<file path="src/rtl/ysyx_25020037_icache.sv">
// ysyx_25020037_icache
// Direct-mapped instruction cache between the IFU and the fetch memory path.
// A lookup is combinational: the indexed line's word comes out on icache_data
// and icache_hit qualifies it. A miss raises mem_req for one cycle and latches
// the block base address. The cache then waits in REFILL until the IFU returns
// the whole line with a one-cycle mem_ready pulse. fence_i invalidates every line.
//
// Ports
//   clk, rst       : single clock, synchronous active-high reset
//   icache_addr    : fetch PC
//   icache_req     : lookup active this cycle
//   icache_data    : selected instruction word (valid only when icache_hit)
//   icache_hit     : lookup hit
//   icache_ready   : cache idle and able to serve lookups
//   mem_req        : line refill request (one cycle, issued in IDLE)
//   mem_addr       : block base address of the refill
//   mem_data       : refill line, word i at bits [32i+31:32i]
//   mem_ready      : refill data valid pulse
//   fence_i        : invalidate all lines
//   hit_cnt        : lookup hit counter
//   miss_cnt       : refill request counter
module ysyx_25020037_icache #(
    parameter int BLOCK_SIZE = 16,
    parameter int NUM_LINES  = 16
) (
    input  logic                    clk,
    input  logic                    rst,
    input  logic [31:0]             icache_addr,
    input  logic                    icache_req,
    output logic [31:0]             icache_data,
    output logic                    icache_hit,
    output logic                    icache_ready,
    output logic                    mem_req,
    output logic [31:0]             mem_addr,
    input  logic [BLOCK_SIZE*8-1:0] mem_data,
    input  logic                    mem_ready,
    input  logic                    fence_i,
    output logic [31:0]             hit_cnt,
    output logic [31:0]             miss_cnt
);
    localparam int OFF    = $clog2(BLOCK_SIZE);
    localparam int IDX    = $clog2(NUM_LINES);
    localparam int TAG_W  = 32 - OFF - IDX;
    localparam int WORDS  = BLOCK_SIZE / 4;
    localparam int WSEL_W = (WORDS > 1) ? $clog2(WORDS) : 1;

    typedef enum logic {IDLE, REFILL} state_t;

    state_t state, state_nxt;

    logic [NUM_LINES-1:0]   valid;
    logic [TAG_W-1:0]       tags  [NUM_LINES];
    logic [WORDS-1:0][31:0] lines [NUM_LINES];

    // Only the block base is kept for an outstanding refill; the line index
    // and tag are slices of it.
    logic [31:0]      rf_base;
    logic [IDX-1:0]   rf_idx;
    logic [TAG_W-1:0] rf_tag;
    logic             flush_pend;

    logic [IDX-1:0]    index;
    logic [TAG_W-1:0]  tag;
    logic [WSEL_W-1:0] word_sel;
    logic [31:0]       base;
    logic              refill_done;
    logic              unused_addr_lsb;

    assign index  = icache_addr[OFF+IDX-1:OFF];
    assign tag    = icache_addr[31:OFF+IDX];
    assign base   = {icache_addr[31:OFF], {OFF{1'b0}}};
    assign rf_idx = rf_base[OFF+IDX-1:OFF];
    assign rf_tag = rf_base[31:OFF+IDX];
    assign unused_addr_lsb = &{1'b0, icache_addr[1:0]};

    // A one-word line has no word-select field in the address.
    generate
        if (WORDS > 1) begin : g_wsel
            assign word_sel = icache_addr[OFF-1:2];
        end else begin : g_wsel_one
            assign word_sel = 1'b0;
        end
    endgenerate

    assign icache_ready = (state == IDLE);
    assign icache_hit   = icache_ready & valid[index] & (tags[index] == tag) & ~fence_i;
    assign icache_data  = lines[index][word_sel];
    assign mem_req      = icache_ready & icache_req & ~icache_hit & ~fence_i;
    assign mem_addr     = icache_ready ? base : rf_base;
    assign refill_done  = (state == REFILL) & mem_ready;

    always_comb begin
        state_nxt = state;
        case (state)
            IDLE:    if (mem_req)   state_nxt = REFILL;
            REFILL:  if (mem_ready) state_nxt = IDLE;
            default: state_nxt = IDLE;
        endcase
    end

    always_ff @(posedge clk) begin
        if (rst) begin
            state      <= IDLE;
            valid      <= '0;
            flush_pend <= 1'b0;
            rf_base    <= '0;
            hit_cnt    <= '0;
            miss_cnt   <= '0;
        end else begin
            state <= state_nxt;
            if (icache_req && icache_hit) hit_cnt  <= hit_cnt + 32'd1;
            if (mem_req)                  miss_cnt <= miss_cnt + 32'd1;
            if (mem_req)                  rf_base  <= base;
            if (state == IDLE) begin
                if (fence_i) valid <= '0;
            end else if (mem_ready) begin
                // A fence seen at any point during the refill, including
                // the completing cycle, wins over installing the line.
                flush_pend <= 1'b0;
                if (flush_pend || fence_i) valid <= '0;
                else                       valid[rf_idx] <= 1'b1;
            end else if (fence_i) begin
                flush_pend <= 1'b1;
            end
        end
    end

    // Tag and data storage carry no reset; the valid bits guard them.
    // Reset forces IDLE, so a mem_ready arriving after it cannot write.
    always_ff @(posedge clk) begin
        if (refill_done && !rst) begin
            tags[rf_idx]  <= rf_tag;
            lines[rf_idx] <= mem_data;
        end
    end
endmodule

</file>
<file path="config.mk">
export PLATFORM = sky130hd
export DESIGN_NAME = ysyx_25020037_icache
export DESIGN_NICKNAME = d
export VERILOG_FILES = /design/src/rtl/ysyx_25020037_icache.sv
export SDC_FILE = /design/constraint.sdc
export NUM_CORES = 2
export LEC_CHECK = 0
export ABC_AREA = 1
export CAP_MARGIN = 40
export CORE_MARGIN = 2
export CORE_UTILIZATION = 55
export CTS_CLUSTER_DIAMETER = 30
export DETAILED_ROUTE_END_ITERATION = 8
export GPL_ROUTABILITY_DRIVEN = 0
export PLACE_DENSITY_LB_ADDON = 0.05
export SYNTH_ARGS = -nofsm -noshare
export SYNTH_HDL_FRONTEND = slang
export SYNTH_SLANG_ARGS = --single-unit
</file>
<file path="constraint.sdc">
create_clock -name clk -period 12.26 [get_ports clk]
set_input_delay 1.226 -clock clk [delete_from_list [all_inputs] [get_ports clk]]
set_output_delay 1.226 -clock clk [all_outputs]
set_load 0.1 [all_outputs]
</file>
**Word level (Yosys, flattened, before mapping)**

Memories as Yosys holds them, arrays and structs flattened.
Cells that the tools add are included.

- Memory bits (writable): 2432
- Register bits after elaboration: 110
- Bits in latches: 0
- Bits of input ports: 165
- Memories kept: 2
- ROM bits: 0
- Word-level logic and storage cells: 54
- Output and inout bits: 131

- Muxes and demuxes: 18
- Shift operators: 0
- Bitwise logic cells: 11
- $add $sub $neg: 2
- Divide/modulo/power cells: 0
- $mul: 0
- Reductions and logical operators: 9
- Equality and inequality tests: 2
- $lt $le $gt $ge: 4

Memories:

| memory | words | width | rd ports | clocked after memory_dff | write ports | RTL line | source |
|---|---|---|---|---|---|---|---|
| lines | 16 | 128 | 1 | 0 | 1 | 53 | `logic [WORDS-1:0][31:0] lines [NUM_LINES];` |
| tags | 16 | 24 | 1 | 0 | 1 | 52 | `logic [TAG_W-1:0] tags [NUM_LINES];` |

Operators with widths:

| kind | number |
|---|---|
| adder 32 x 1 -> 32 bit, second input constant | 2 |
| binary-select mux 32 bit (select 2 bit) | 1 |
| two-way mux 16 bit | 4 |
| two-way mux 32 bit | 2 |
| == test 24 bit | 1 |
| OR 16 bit | 1 |
| less-than comparator 4 x 5 -> 1 bit, second input constant | 2 |
| two-way mux 1 bit | 8 |
| AND 1 bit | 7 |
| binary-select mux 1 bit (select 4 bit) | 1 |
| demux 1 bit (select 4 bit) | 1 |
| greater-or-equal comparator 4 x 1 -> 1 bit, second input constant | 1 |
| AND reduction 2 bit | 2 |
| nonzero test 2 bit | 2 |
| logical AND 1 bit | 3 |
| less-than comparator 2 x 3 -> 1 bit, second input constant | 1 |
| NOT 1 bit | 3 |
| != test 2 bit, second input constant | 1 |
| case mux 1 bit (2 select lines) | 1 |
| logical NOT 1 bit | 1 |
| logical OR 1 bit | 1 |

**Depth between registers and ports, before layout**

- Depth after elaboration: 10
- Depth in mapped cells: 21
- Gate-level depth less buffers: 18

**Least setup slack after synthesis**

No wires, ideal clock.

- Path type: input -> register
- Start: in mem_ready
- End: mem lines[10][0] (netlist bit), enable pin
- Setup time: 850 ps
- Setup slack: -533 ps
- Arrival: 11944 ps
- Path buffers: 1
- Stages: 5
- Data required time: 11410 ps
- Cell sequence: nand2_1 inv_1 nand2_1 clkbuf_1 nor3_1

- Cells in the longest elaborated chain, start to end: 4

Ends and longest elaborated chain:

| item | RTL line | source |
|---|---|---|
| from (decl) | 36 | `input logic mem_ready,` |
| AND 1 bit | 90 | `assign refill_done = (state == REFILL) & mem_ready;` |
| logical AND 1 bit | 131 | `if (refill_done && !rst) begin` |
| two-way mux 1 bit | 131 |  |
| two-way mux 1 bit (not written as such) | 133 | `lines[rf_idx] <= mem_data;` |
| to (decl) | 53 |  |

Every way passes these cells.

**Worst setup path after layout**

- Start: in icache_addr[4]
- End: out icache_data[28]

- Cells in the longest elaborated chain, start to end: 3

Ends and longest elaborated chain:

| item | RTL line | source |
|---|---|---|
| from (decl) | 28 | `input logic [31:0] icache_addr,` |
| memory (16 x 128 bit) | -- |  |
| binary-select mux 32 bit (select 2 bit) | 87 | `assign icache_data = lines[index][word_sel];` |
| two-way mux 32 bit (not written as such) | 87 |  |
| to (decl) | 30 | `output logic [31:0] icache_data,` |

Every way passes these cells. The select of a mux whose other input is x is not followed.

==> results.md <==
* Avg Inst Size Synth at 12.0 um^2
* Peak VDD IR at 0.000124 V
* Slew @ Worst Pin at 1.09 ns
* Postcts setup bufs at 0
* Vias after detailed routing at 71.1k
* Leakage at 44.4 nW
* Fin crit share at 64.8%
* Critical path's slowest cell: buf_4
* First-pass GRT wire length at 435000 um
* Synthesized area at 102000 um^2
* Die Y at 435 um
* Clock sinks at 2542
* Layout Cells excl Fill at 11.9k
* Crit path launch type: input port
* Clock buffer depth at 4
* Critical path data arrival time at 6.72 ns
* PD cells at 197 nW/um^2
* GRT Total Usage at 31.1%
* Mux cell area share after synthesis at 0%
* CTS tree: built
* Largest family of logic cells by synthesized area: simple AND/OR/NAND/NOR gates
* Final Critical Period at 7.94 ns
* Post-Synth XOR/XNOR Area at 0.0172%
* Setup crit end kind: primary output
* Syn. warnings at 0
* Finish-stage setup viols at 0
* Worst skew pair latency at 0.93 ns
* PortBufs at 289
* Post-Synth Simple-Gate Area at 11.7%
* Synth unique cells at 34
* Clock transition at the registers of the reported paths at 0.04 ns
* Mapped Cells at 8473
* Clock buffer count from CTS at 537
* CTS root buffer: clkbuf_16
* Cells along the critical path: buf_8, inv_8, buf_12, buf_4, o21ai_0, o22ai_1, nor2_1, o32ai_1, o21ai_0, o22ai_1, clkdlybuf4s50_1, buf_16
* Crit-path max FO at 167
* Post-synthesis adder-cell area fraction at 0.0245%
* CTS H-tree depth at 6
* Sequential area share after synthesis at 73.8%
* Layout cell share with drive strength beyond 1 at 11.7%
* CORE AREA at 185000 um^2
* DR WL/cell at 24.9 um
* Worst min path class: reg -> reg
* Type of the worst setup path: in -> out
* Layout Nets at 9155
* Vias per cell at 5.98
* DRC at 0
* RSZ-0062 raised after global routing: false
* Vias in the first global route at 67.8k
* Post_cts resized at 0
* Clock Skew at 0.0397 ns
* CTS Hold Bufs at 0
* Initial antenna violation count at 40
* Ports at 296
* Die width at 435 um
* Pin count of the biggest net entering global routing at 207
* Initial cell density of the core at 55.2%
* Max-slew headroom at 27.6%
* Number of DRC markers in iteration 0 at 7654
* Data required time of the critical path at 11.03 ns
* GRT Residual Overflow at 0
* Worst R2R Start: state$_SDFF_PP0_
* Worst hold start: valid[10]$_SDFFE_PP0P_
* Crit path largest cell delay at 0.78 ns
* Placed insts at 10.9k
* CP startpoint: icache_addr[4]
* Max Clock Freq at 0.126 GHz
* Die ar. at 189000 um^2
* DP HPWL at 143000 um
* Final hold viol count at 0
* Synth Area in Compound Gates at 11.0%
* Drt total wl at 296000 um
* Area Growth Syn to Fin at 25.4%
* # rows at 158
* Antenna viol nets, final at 0
* Max_cap viols at 0
* Final Max Tran Viols at 0
* DRT Pass-1 Iters at 6
* Setup TNS at 0 ns
* Status: complete, no violations
* Synth Register Bits at 2542
-- final cells by class --
class,instances,area (um^2)
fillers,12812,56900
clock buffers,658,14600
diodes,12,30.0
multi-input cells,5029,23300
repair buffers,556,7070
inverters,322,1240
clock inverters,290,3390
well taps,2480,3100
flip-flops and latches,2542,75200
-- worst max-delay path, delay by kind of cell --
family / cells / cell delay [ns]
AO/OA/AOI/OAI: 5 / 1.90
buffers and inverters: 6 / 3.13
AND/OR/NAND/NOR: 1 / 0.06
-- where the power goes --
group	internal [mW]	leakage, nW	switching, mW
clock network	9.88	8.72	4.40
logic	0.397	12.8	0.953
registers	9.57	22.8	0.0328
total	19.8	44.4	5.39
-- cell usage after synthesis --
cell,count,share of area (%)
clkinv_1,1,0.0037
inv_2,3,0.011
nor4_1,8,0.049
nor2_2,1,0.0061
o22ai_1,635,3.9
nand2_1,853,3.1
nor3_1,32,0.16
and3_1,2,0.012
nor2_1,1586,5.8
buf_4,13,0.096
inv_1,318,1.2
or2_1,1,0.0061
nand3_2,2,0.020
o21ai_1,5,0.025
o221ai_1,8,0.069
or2_2,3,0.018
o21ai_0,1348,6.6
a31oi_1,1,0.0061
nand4_1,56,0.34
xor2_1,2,0.017
o31ai_1,2,0.015
edfxtp_1,2432,72
buf_2,110,0.54
clkbuf_1,420,1.5
dfxtp_1,110,2.2
nand3_1,427,2.1
o32ai_1,26,0.22
o211ai_1,4,0.029
conb_1,1,0.0037
or2_0,2,0.012
buf_6,2,0.022
ha_1,2,0.025
a21oi_1,19,0.093
buf_1,38,0.14
-- logic make-up after synthesis --
family / count (synthesis)
AO/OA/AOI/OAI: 2048
buffers and inverters: 905
other: 1
AND/OR/NAND/NOR: 2973
XOR/XNOR: 2
flip-flops: 2542
adder cells (fa/ha/maj): 2
-- path summary, 6_finish.rpt --
kind	endpoint	slack, ns	cells past startpoint
max	icache_data[28]	4.32	12
min	valid[10]$_SDFFE_PP0P_	0.45	2
max reg2reg	lines[13][118]$_DFFE_PP_	8.04	8
min reg2reg	valid[10]$_SDFFE_PP0P_	0.45	2
-- per-stage QoR --
stage                     utilization, %  hold WS, ns  worst slack, ns  power, mW  area (um^2)
after detailed placement            59.5        0.446             4.44       11.1       110000
final                               69.2        0.449             4.32       25.2       128000
after global routing                69.2        0.468             4.23       25.9       128000
after global placement              57.8        0.439             3.75       11.0       107000
after CTS                           69.2        0.450             4.41       25.3       128000
after floorplan                        -        0.426           -0.533       10.5       102000
-- sequential cells by signal, summed over array words and instances (netlist names) --
name        cells
state           1
miss_cnt       32
hit_cnt        32
tags          384
valid          16
flush_pend      1
lines        2048
rf_base        28
-- layout by cell type, fill, tap and decap left out, types with 8 or more instances in the layout --
master,synthesis,final
a21oi_1,19,19
buf_12,0,28
buf_16,0,58
buf_2,110,9
buf_4,13,87
buf_8,0,93
bufinv_16,0,73
clkbuf_1,420,84
clkbuf_16,0,563
clkbuf_8,0,11
clkdlybuf4s50_1,0,280
clkinv_1,1,73
clkinv_2,0,83
clkinv_4,0,14
clkinvlp_4,0,32
dfxtp_1,110,109
diode_2,0,12
edfxtp_1,2432,2432
inv_1,318,315
inv_6,0,13
nand2_1,853,853
nand3_1,427,427
nand4_1,56,56
nor2_1,1586,1585
nor3_1,32,16
nor3_2,0,16
nor4_1,8,8
o21ai_0,1348,1348
o221ai_1,8,8
o22ai_1,635,635
o32ai_1,26,26
-- routing by layer --
metal,GRT usage [%],wire length (um),up-vias,part of all wire (%)
li1,-,-,31950,-
met1,42.8,119000,35138,40
met2,49.4,140000,3367,47
met3,5.61,25700,649,8.7
met4,12.5,10500,22,3.6
met5,0,146,-,0.049
Power figures use the tool's default switching activity.
